<file path="config.mk">
export PLATFORM = sky130hd
export DESIGN_NAME = uart_tx_sched
export DESIGN_NICKNAME = d
export VERILOG_FILES = /design/src/rtl/uart_tx_sched.sv
export SDC_FILE = /design/constraint.sdc
export NUM_CORES = 1
export LEC_CHECK = 0
export ABC_AREA = 1
export BUFFER_PORTS_ARGS = -buffer_cell sky130_fd_sc_hd__buf_2
export CORE_MARGIN = 2
export CORE_UTILIZATION = 39
export DETAILED_ROUTE_END_ITERATION = 12
export SYNTH_ARGS = -nofsm -noshare
export SYNTH_HDL_FRONTEND = slang
export SYNTH_SLANG_ARGS = --single-unit
</file>
<file path="constraint.sdc">
create_clock -name CLK50MHZ -period 3.2 [get_ports CLK50MHZ]
set_input_delay 0.32 -clock CLK50MHZ [delete_from_list [all_inputs] [get_ports CLK50MHZ]]
set_output_delay 0.32 -clock CLK50MHZ [all_outputs]
set_load 0.02 [all_outputs]
</file>
<file path="src/rtl/uart_tx_sched.sv">
// UART transmitter: byte FIFO feeding a start/data/parity/stop sequencer paced by a
// gated fractional phase accumulator that only runs while a frame is on the line.
module uart_tx_sched #(
  parameter int unsigned INC        = 151,
  parameter int unsigned N          = 16,
  parameter int unsigned DEPTH_LOG2 = 2
) (
  input  logic                  CLK50MHZ,
  input  logic                  RST,
  input  logic [7:0]            data_in,
  input  logic                  wr_en,
  input  logic                  cfg_parity_en,
  input  logic                  cfg_parity_odd,
  input  logic                  cfg_two_stop,
  output logic                  full,
  output logic [DEPTH_LOG2:0]   level,
  output logic                  overflow,
  output logic                  busy,
  output logic                  txd
);

  localparam int unsigned         Depth    = 2 ** DEPTH_LOG2;
  localparam logic [DEPTH_LOG2:0] DepthLvl = (DEPTH_LOG2 + 1)'(Depth);
  localparam logic [N:0]          IncVal   = (N + 1)'(INC);

  typedef enum logic [2:0] {
    StIdle,
    StStart,
    StData,
    StParity,
    StStop1,
    StStop2
  } state_e;

  // FIFO storage and bookkeeping
  logic [7:0]            mem_q [Depth];
  logic [DEPTH_LOG2-1:0] wptr_q;
  logic [DEPTH_LOG2-1:0] rptr_q;
  logic [DEPTH_LOG2:0]   count_q;
  logic [DEPTH_LOG2:0]   count_d;
  logic                  ovf_q;
  logic                  ovf_d;
  logic                  push;
  logic                  pop;
  logic                  have_data;
  logic [7:0]            rd_data;

  // Frame sequencer state
  state_e     state_q;
  state_e     state_d;
  logic [2:0] bit_q;
  logic [2:0] bit_d;
  logic [7:0] data_q;
  logic [7:0] data_d;
  logic       par_en_q;
  logic       par_en_d;
  logic       par_odd_q;
  logic       par_odd_d;
  logic       two_stop_q;
  logic       two_stop_d;
  logic [N:0] acc_q;
  logic [N:0] acc_d;
  logic       txd_q;
  logic       txd_d;
  logic       tick;

  assign full      = (count_q == DepthLvl);
  assign level     = count_q;
  assign overflow  = ovf_q;
  assign busy      = (state_q != StIdle);
  assign txd       = txd_q;
  assign tick      = acc_q[N];
  assign have_data = (count_q != '0);
  assign rd_data   = mem_q[rptr_q];

  // A pop in the same cycle frees a slot, so a write while full is still accepted then.
  assign push  = wr_en && (!full || pop);
  assign ovf_d = wr_en && full && !pop;

  always_comb begin
    count_d = count_q;
    if (push && !pop) begin
      count_d = count_q + (DEPTH_LOG2 + 1)'(1);
    end else if (pop && !push) begin
      count_d = count_q - (DEPTH_LOG2 + 1)'(1);
    end
  end

  always_ff @(posedge CLK50MHZ) begin
    if (push) begin
      mem_q[wptr_q] <= data_in;
    end
  end

  always_ff @(posedge CLK50MHZ or negedge RST) begin
    if (!RST) begin
      wptr_q  <= '0;
      rptr_q  <= '0;
      count_q <= '0;
      ovf_q   <= 1'b0;
    end else begin
      if (push) begin
        wptr_q <= wptr_q + DEPTH_LOG2'(1);
      end
      if (pop) begin
        rptr_q <= rptr_q + DEPTH_LOG2'(1);
      end
      count_q <= count_d;
      ovf_q   <= ovf_d;
    end
  end

  // Next-state logic; frame registers are loaded only when a byte is popped.
  always_comb begin
    state_d    = state_q;
    bit_d      = bit_q;
    data_d     = data_q;
    par_en_d   = par_en_q;
    par_odd_d  = par_odd_q;
    two_stop_d = two_stop_q;
    pop        = 1'b0;

    unique case (state_q)
      StIdle: begin
        if (have_data) begin
          pop     = 1'b1;
          state_d = StStart;
        end
      end
      StStart: begin
        if (tick) begin
          state_d = StData;
          bit_d   = 3'd0;
        end
      end
      StData: begin
        if (tick) begin
          bit_d = bit_q + 3'd1;
          if (bit_q == 3'd7) begin
            state_d = par_en_q ? StParity : StStop1;
          end
        end
      end
      StParity: begin
        if (tick) begin
          state_d = StStop1;
        end
      end
      StStop1, StStop2: begin
        if (tick) begin
          if ((state_q == StStop1) && two_stop_q) begin
            state_d = StStop2;
          end else if (have_data) begin
            pop     = 1'b1;
            state_d = StStart;
          end else begin
            state_d = StIdle;
          end
        end
      end
      default: state_d = StIdle;
    endcase

    if (pop) begin
      data_d     = rd_data;
      par_en_d   = cfg_parity_en;
      par_odd_d  = cfg_parity_odd;
      two_stop_d = cfg_two_stop;
    end
  end

  // First accumulation happens on the IDLE->START edge; phase carries across frames.
  always_comb begin
    acc_d = acc_q;
    if (state_q == StIdle) begin
      if (state_d == StStart) begin
        acc_d = IncVal;
      end
    end else begin
      acc_d = {1'b0, acc_q[N-1:0]} + IncVal;
    end
  end

  // Line level is decoded from the upcoming state so txd is a clean register output.
  always_comb begin
    txd_d = 1'b1;
    case (state_d)
      StStart:  txd_d = 1'b0;
      StData:   txd_d = data_d[bit_d];
      StParity: txd_d = (^data_d) ^ par_odd_d;
      default:  txd_d = 1'b1;
    endcase
  end

  always_ff @(posedge CLK50MHZ or negedge RST) begin
    if (!RST) begin
      state_q    <= StIdle;
      bit_q      <= '0;
      data_q     <= '0;
      par_en_q   <= 1'b0;
      par_odd_q  <= 1'b0;
      two_stop_q <= 1'b0;
      acc_q      <= '0;
      txd_q      <= 1'b1;
    end else begin
      state_q    <= state_d;
      bit_q      <= bit_d;
      data_q     <= data_d;
      par_en_q   <= par_en_d;
      par_odd_q  <= par_odd_d;
      two_stop_q <= two_stop_d;
      acc_q      <= acc_d;
      txd_q      <= txd_d;
    end
  end

endmodule

</file>
==> results_dict.tcl, run 1 <==
set metrics [dict create \
    cpPeakStageDelay_ns 0.44 \
    rsz0062_at_grt "no" \
    grt_usage 0.150 \
    synth_most_common_cell "nand2_1" \
    arrival_ns 3.07 \
    critPathTopFamily "simple AND/OR/NAND/NOR gates" \
    seqPwrFrac 0.513 \
    seq_area_sq_um 2040 \
    synth_nets 490 \
    synth_xor_area_frac 0.0109 \
    p_per_area_nw_per_um2 524 \
    cp-start-kind "register" \
    yosysUniqueCellTypes 41 \
    synth_top_area_share 0.262 \
    hold_viol_final 0 \
    vdd_ir_drop_max_mv 0.313 \
    gr-total-overflow 0 \
    mappedNetlistArea_sq_um 4010 \
    p_sw_frac 0.296 \
    drcViolationCount 0 \
    setup_viol 0 \
    diodes 0 \
    floorplan.initialDensity 0.406 \
    p_int_mw 1.62 \
    top_layer_used "met4" \
    die_w_um 105 \
    clock_latency_ns 0.35 \
    synth_top_family_by_area "simple AND/OR/NAND/NOR gates" \
    vias 2946 \
    nNetsFinal 511 \
    synthMuxAreaShare 0.00281 \
    htree_levels 3 \
    vias_per_cell 4.71 \
    drtPass1Iterations 5 \
    drv_slew 0 \
    synth_common_cells "nand2_1, inv_1, dfrtp_1, nor2_1, edfxtp_1" \
    io_buffers 20 \
    fin_crit_ns 2.83 \
    crit_type "register to register" \
    cp_num_buf_inv 3 \
    synth-edff-count 32 \
    postSynthAreaPerCell_sq_um 8.60 \
    num_rows 36 \
    layout-drive-gt1-share 0.146 \
    met2_wirelength_um 3820 \
    post_drt_wl_per_cell_um 12.1 \
    yosys.area.top_type "dfrtp_1" \
    combinationalPowerShare 0.152 \
    cts-root-buf "clkbuf_8" \
    dp_hpwl_um 5370 \
    ys_ff_latch 75 \
    endpoint_kind "register" \
    cts.sinks 75 \
    layout_setup_ws_ns 0.371 \
    startpoint "level[1]" \
    max_slew.worst_pin.slew_ns 0.981 \
    postSynthCellCount 466 \
    maxCapViolCount 0 \
    slew_headroom 0.346 \
    ys.flop_type "dfrtp_1" \
    crit_fanout 25 \
    clk_pin_slew_ns 0.09 \
    synthSimpleGateAreaFrac 0.279 \
    drtIter0Drc 105 \
    yosys_warnings 0 \
    power_switching_mw 0.681 \
    synth_area_leaders "dfrtp_1, edfxtp_1, nand2_1" \
    synth-compound-area-share 0.0737 \
    wl_met1_um 3480 \
    fin_worst_skew_ns 0.0115 \
    antenna_found_initial 0 \
    max_freq_mhz 353 \
    grt_pass1_wl_um 13300 \
    period_share 0.884 \
    synth_fa_ha_area_frac 0.0331 \
    ant_nets 0 \
    dp_slack_ns 0.285 \
    tns_ns 0 \
    routed_wl_um 7560 \
    min_path_type "input pin to asynchronous set/reset pin" \
    clkPwrFrac 0.335 \
    cts_tree "done" \
    n_fill_cell 980 \
    cts_made_buffers 9 \
    gp_congestion 0.858 \
    leakage_nw 2.13 \
    areaGrowthSynthToFinish_pct 9.62 \
    multi_input_area_sq_um 1610 \
    r2r-start "level[1]" \
    crit_chain "nor2_1, nand2_1, nand2_4, nand2_8, inv_1, nand2_1, nand2_1, inv_1, ha_1, inv_1, fa_1, mux2_2" \
    coreArea_sq_um 9860 \
    outcome "complete, no violations" \
    pin_count 21 \
    worstPathRequired_ns 3.44 \
    grt_pass1_vias 2917 \
    cp_slowest_cell "dfrtp_1" \
    holdBufCountCts 0 \
    ys_seq_area_frac 0.509 \
    wl_met3_um 183 \
    cts_buffer_depth 2 \
    grt_max_degree 44 \
    async_flop_share 0.573 \
    die_area_sq_um 11100 \
    die_y_um 105 \
]
## flip-flops by register name, summed over array words and instances, names as in the netlist, 2 cells and up
register  count
mem_q        32
acc_q        17
data_q        8
bit_q         3
level         3
state_q       3
rptr_q        2
wptr_q        2
## cell families after synthesis
| group | count (synthesis) |
|---|---|
| buffers and inverters | 79 |
| DFF | 75 |
| AOI/OAI and AO/OA | 52 |
| and+or+nand+nor | 244 |
| xor gates and xnor gates | 5 |
| muxes | 1 |
| adders and majority gates | 10 |
## worst register-to-register path: cells and delay by family, from the launching register on
kind / cells / cell delay [ns]
mux: 1 / 0.26
fa+ha+maj: 2 / 0.63
flops: 1 / 0.44
simple gates: 6 / 1.03
buf+inv: 3 / 0.37
## metrics by stage
stage	hold slack, ns	util	cell area (sq um)	power (mW)	cells
after global routing	0.161	0.445	4390	2.45	625
after floorplan	0.0244	-	4010	1.43	466
after detailed placement	0.475	0.424	4180	1.56	609
final	0.130	0.445	4390	2.30	625
after global placement	0.480	0.424	4180	1.55	609
after CTS	0.154	0.444	4380	2.34	625
## power by group through the flow
stage / registers, mW / clock network [mW] / logic [mW]
6_report: 1.18 / 0.771 / 0.350
5_1_grt: 1.20 / 0.841 / 0.408
4_1_cts: 1.18 / 0.799 / 0.361
3_5_place_dp: 1.20 / 0 / 0.359
3_3_place_gp: 1.20 / 0 / 0.354
2_1_floorplan: 1.22 / 0 / 0.209
## final cells by class
cell class / count / share of cell area
clock buffers: 9 / 0.0282
clock inverters: 7 / 0.0185
inverters: 65 / 0.0556
multi-input cells: 312 / 0.366
flip-flops and latches: 75 / 0.464
well taps: 133 / 0.0379
repair buffers: 24 / 0.0296
## per-layer routing
layer / track usage / vias to the layer above
li1: - / 1546
met1: 0.186 / 1365
met2: 0.259 / 30
met3: 0.0315 / 5
met4: 0.0533 / 0
met5: 0 / -
## final timing paths
path	endpoint	slack, ns	depth (start not counted)
max in group asynchronous	state_q[2]	2.46	1
setup reg to reg	level[1]	0.37	12
setup / recovery	level[1]	0.37	12
min in group CLK50MHZ	mem_q[0][4]	0.17	1
hold reg to reg	two_stop_q	0.50	2
hold / removal	data_q[1]	0.13	1
## repair_timing
item                       in CTS  in global routing
setup endpoints to repair       0                  1
setup buffers                   0                  0
resized for setup               0                  1
## layout by cell type (no fill, tap or decap), types with 3 or more instances in the layout
master,netlist,layout
nand2_1,132,132
nor3_1,5,5
nand2_4,5,4
ha_1,9,9
a31oi_1,4,4
dfrtp_1,42,42
xor2_1,4,4
o21ai_0,25,25
nand2_2,15,15
nand3_2,4,4
nand3b_1,3,3
inv_1,63,63
nand3_1,30,30
o22ai_1,3,3
buf_4,0,4
inv_6,0,3
nand4_1,5,5
edfxtp_1,32,32
buf_2,4,20
a21oi_1,10,10
nor2_1,40,40
clkbuf_8,1,9
No activity file was read; power rests on OpenSTA's default activity.
==> inputs of run 2 (changes only) <==
--- a/config.mk
+++ b/config.mk
@@ -7,6 +7,7 @@
 export LEC_CHECK = 0
 export ABC_AREA = 1
 export BUFFER_PORTS_ARGS = -buffer_cell sky130_fd_sc_hd__buf_2
+export CORE_ASPECT_RATIO = 1.2
 export CORE_MARGIN = 2
 export CORE_UTILIZATION = 39
 export DETAILED_ROUTE_END_ITERATION = 12
==> results_dict.tcl, run 2 (synthesized netlist as in run 1, its figures left out) <==
set metrics [dict create \
    cts-root-buf "clkbuf_16" \
    vdd_ir_drop_max_mv 0.429 \
    setup_viol 0 \
    gp_congestion 0.889 \
    coreArea_sq_um 10000 \
    fin_worst_skew_ns 0.00671 \
    slew_headroom 0.334 \
    dp_hpwl_um 5380 \
    cts_buffer_depth 2 \
    tns_ns 0 \
    routed_wl_um 7560 \
    areaGrowthSynthToFinish_pct 13.6 \
    dp_cells 606 \
    drtPass1Iterations 5 \
    grt_pass1_wl_um 13200 \
    holdBufCountCts 0 \
    max_slew.worst_pin.slew_ns 0.999 \
    layout-drive-gt1-share 0.153 \
    final_common_cell "nand2_1" \
    maxCapViolCount 0 \
    leakage_nw 2.22 \
    cts.sinks 75 \
    nNetsFinal 515 \
    regMostFlops "mem_q" \
    grt_max_degree 44 \
    crit_chain "nor3_4, nand2_4, nand2_4, inv_1, nand2_1, nand2_1, inv_1, ha_1, inv_1, fa_1, a21oi_1, o21ai_0, xor2_1" \
    floorplan.initialDensity 0.400 \
    crit_top_cell "inv_1" \
    rsz0062_at_grt "no" \
    fin_crit_ns 2.57 \
    drcViolationCount 0 \
    arrival_ns 2.78 \
    outcome "complete, no violations" \
    p_per_area_nw_per_um2 599 \
    min_path_type "input pin to asynchronous set/reset pin" \
    antenna_found_initial 0 \
    htree_levels 3 \
    period_share 0.802 \
    largest_reg_flops 32 \
    drv_slew 0 \
    clk_pin_slew_ns 0.06 \
    cts_tree "done" \
    ant_nets 0 \
    post_drt_wl_per_cell_um 12.2 \
    crit_fanout 9 \
    reg_top3 "mem_q x32, acc_q x17, data_q x8" \
    final_cell_mix "nand2_1, inv_1, dfrtp_1, nor2_1, edfxtp_1" \
    drtIter0Drc 150 \
    die_y_um 115 \
    cp-start-kind "register" \
    die_w_um 96.5 \
    fin_util 0.455 \
    io_buffers 20 \
    gr-total-overflow 0 \
    num_rows 40 \
    pin_count 21 \
    cts_made_buffers 9 \
    max_freq_mhz 390 \
    stdcell_count 622 \
    hold_viol_final 0 \
    endpoint_kind "register" \
    grt_pass1_vias 2941 \
    diodes 0 \
    cts_resized 0 \
    cp_slowest_cell "dfrtp_1" \
    fin_area_sq_um 4550 \
    die_area_sq_um 11100 \
    p_total_mw 2.72 \
    clock_latency_ns 0.34 \
    worstPathRequired_ns 3.41 \
    placedInstanceArea_sq_um 4200 \
    cpPeakStageDelay_ns 0.46 \
    vias_per_cell 4.81 \
    crit_type "register to register" \
    vias 2990 \
    post_cts_buffers 0 \
    grt_usage 0.155 \
]
run 2: final cells by class:
type / instances / area, sq um
fill: 964 / 5460
sequential: 75 / 2040
multi-input combinational: 312 / 1600
inverter: 65 / 244
clock buffer: 9 / 225
timing repair buffer: 28 / 160
tap: 126 / 158
clock inverter: 7 / 125
run 2: per-layer routing:
layer  vias to the layer above  track usage  share of wire
li1                       1552            -              -
met1                      1379        0.187           0.44
met2                        44        0.266           0.51
met3                        15       0.0374          0.028
met4                         0       0.0592          0.020
met5                         -            0              0
run 2: power by group:
group	total, mW	internal, mW	switching (mW)
Clock	1.18	0.768	0.415
Sequential	1.18	1.13	0.0495
Combinational	0.358	0.124	0.234
run 2: path summary, 6_finish.rpt:
path	from	end	slack (ns)	cells past startpoint
worst max-delay path	state_q[2]	level[2]	0.63	13
worst min-delay path	RST	acc_q[13]	0.15	1
worst max register to register	state_q[2]	level[2]	0.63	13
worst min register to register	two_stop_q	two_stop_q	0.51	2
max in group asynchronous	RST	par_odd_q	2.43	1
min in group CLK50MHZ	cfg_parity_en	par_en_q	0.19	3
run 2: metrics by stage:
| stage | hold slack [ns] | setup WS [ns] |
|---|---|---|
| detailed placement | 0.504 | 0.626 |
| global route | 0.180 | 0.346 |
| global placement | 0.483 | 0.692 |
| finish | 0.147 | 0.634 |
| CTS | 0.178 | 0.620 |
| floorplan | 0.0244 | 0.617 |
run 2: critical path, delay by kind of cell, from the launching register on:
kind            cells  cell delay, ns
compound gates      2            0.25
xor+xnor            1            0.15
fa+ha+maj           2            0.53
buf+inv             3            0.26
flops               1            0.46
simple gates        5            0.79
==> inputs of run 3 (changes only) <==
==> constraint.sdc (replaced) <==
create_clock -name CLK50MHZ -period 2.3 [get_ports CLK50MHZ]
set_input_delay 0.23 -clock CLK50MHZ [delete_from_list [all_inputs] [get_ports CLK50MHZ]]
set_output_delay 0.23 -clock CLK50MHZ [all_outputs]
set_load 0.02 [all_outputs]
==> results_dict.tcl, run 3 (synthesized netlist as in run 1, its figures left out) <==
set metrics [dict create \
    met1_usage 0.197 \
    htree_levels 3 \
    areaGrowthSynthToFinish_pct 15.4 \
    drcViolationCount 0 \
    met2_usage 0.257 \
    post_drt_wl_per_cell_um 12.2 \
    drtIter0Drc 137 \
    cp_slowest_cell "dfrtp_1" \
    cts_made_buffers 9 \
    crit_top_cell "nand2_4" \
    dp_hpwl_um 5600 \
    cts-root-buf "clkbuf_16" \
    die_y_um 115 \
    placedInstanceArea_sq_um 4310 \
    leakage_nw 2.23 \
    die_area_sq_um 11100 \
    cts.sinks 75 \
    routed_wl_um 7700 \
    crit_chain "nand2_1, inv_1, nand2_1, nand3_4, nand2_4, inv_6, nand2_4, nand2_4, inv_4, ha_4, inv_2, fa_2, mux2_2" \
    cpPeakStageDelay_ns 0.48 \
    coreArea_sq_um 10000 \
    fin_area_sq_um 4620 \
    arrival_ns 2.40 \
    clk_pin_slew_ns 0.06 \
    min_path_type "input pin to asynchronous set/reset pin" \
    antenna_found_initial 0 \
    nNetsFinal 523 \
    final_common_cell "nand2_1" \
    hold_slack_ns 0.0119 \
    slew_headroom 0.410 \
    drtPass1Iterations 4 \
    io_buffers 20 \
    grt_max_degree 39 \
    cts_tree "done" \
    die_w_um 96.5 \
    drv_slew 0 \
    grt_pass1_wl_um 13400 \
    cp-start-kind "register" \
    diodes 0 \
    period_share 0.947 \
    vias_per_cell 4.77 \
    gr-total-overflow 0 \
    crit_type "register to register" \
    worstPathRequired_ns 2.52 \
    regMostFlops "mem_q" \
    floorplan.initialDensity 0.400 \
    busiest_layer "met2" \
    endpoint_kind "register" \
    final_cell_mix "nand2_1, inv_1, nor2_1, dfrtp_1, edfxtp_1" \
    grt_pass1_vias 2860 \
    p_per_area_nw_per_um2 779 \
    max_slew.worst_pin.slew_ns 0.885 \
    met3_usage 0.0452 \
    outcome "complete, no violations" \
    crit_fanout 7 \
    fin_crit_ns 2.18 \
    grt_usage 0.157 \
    n_fill_cell 937 \
    holdBufCountCts 0 \
    clock_latency_ns 0.33 \
    gp_congestion 0.793 \
    rsz0062_at_grt "no" \
    cts_buffer_depth 2 \
    hold_viol_final 0 \
    vias 3002 \
    fin_worst_skew_ns 0.00779 \
    vdd_ir_drop_max_mv 0.534 \
    num_rows 40 \
    pin_count 21 \
    ant_nets 0 \
    layout-drive-gt1-share 0.194 \
    reg_top3 "mem_q x32, acc_q x17, data_q x8" \
    largest_reg_flops 32 \
    setup_viol 0 \
    max_freq_mhz 459 \
    maxCapViolCount 0 \
]
run 3: cell types whose count changed in the layout (fill, tap and decap cells not counted), moves of 3 or more:
| cell | delta |
|---|---|
| nand2_1 | -4 |
| dfrtp_2 | +4 |
| dfrtp_1 | -4 |
| buf_4 | +7 |
| inv_1 | -3 |
| clkinv_4 | -3 |
run 3: per-layer routing:
layer  vias up  wire length, um
met4         0              100
met3         9              251
li1       1572                -
met1      1383             3520
met2        38             3820
met5         -                0
run 3: layout make-up:
class	instances	area, sq um	share of cell area
Multi-Input combinational cell	312	1650	0.357
Clock inverter	5	55.1	0.0119
Sequential cell	75	2040	0.442
Tap cell	126	158	0.0341
Clock buffer	11	233	0.0503
Timing Repair Buffer	36	233	0.0503
Inverter	65	251	0.0544
run 3: path summary, 6_finish.rpt:
| kind | from | end | slack, ns | cells after the start |
|---|---|---|---|---|
| hold reg to reg | two_stop_q | two_stop_q | 0.49 | 2 |
| min in group CLK50MHZ | data_in[0] | mem_q[2][0] | 0.11 | 1 |
| setup / recovery | state_q[2] | level[1] | 0.12 | 13 |
| max in group asynchronous | RST | data_q[2] | 1.65 | 2 |
| setup reg to reg | state_q[2] | level[1] | 0.12 | 13 |
| hold / removal | RST | acc_q[0] | 0.01 | 1 |
run 3: report_power, final:
part,internal [mW],switching [mW]
clock network,0.837,0.540
logic,0.211,0.356
registers,1.58,0.0792
total,2.63,0.976
run 3: per-stage QoR:
| stage | setup WS [ns] | TNS [ns] | std cells | power [mW] | util |
|---|---|---|---|---|---|
| 6_report | 0.122 | 0 | 630 | 3.60 | 0.462 |
| 5_1_grt | 0.00941 | 0 | 630 | 3.79 | 0.462 |
| 4_1_cts | 0.0904 | 0 | 629 | 3.66 | 0.459 |
| 2_1_floorplan | -0.0339 | -0.0544 | 466 | 2.05 | - |
| 3_3_place_gp | 0.101 | 0 | 613 | 2.25 | 0.431 |
| 3_5_place_dp | 0.0893 | 0 | 613 | 2.26 | 0.431 |
run 3: repair_timing:
item | 4_1_cts | 5_1_grt
endpoints found under the hold margin | 0 | 0
endpoints found under the setup margin | 0 | 9
gates resized for setup | 0 | 6
setup buffers | 0 | 1
run 3: critical path: cells and delay by family (launching register included):
family	cells	cell delay [ns]
DFF	1	0.48
adders and majority gates	2	0.57
and+or+nand+nor	6	0.51
muxes	1	0.27
buffers and inverters	4	0.25
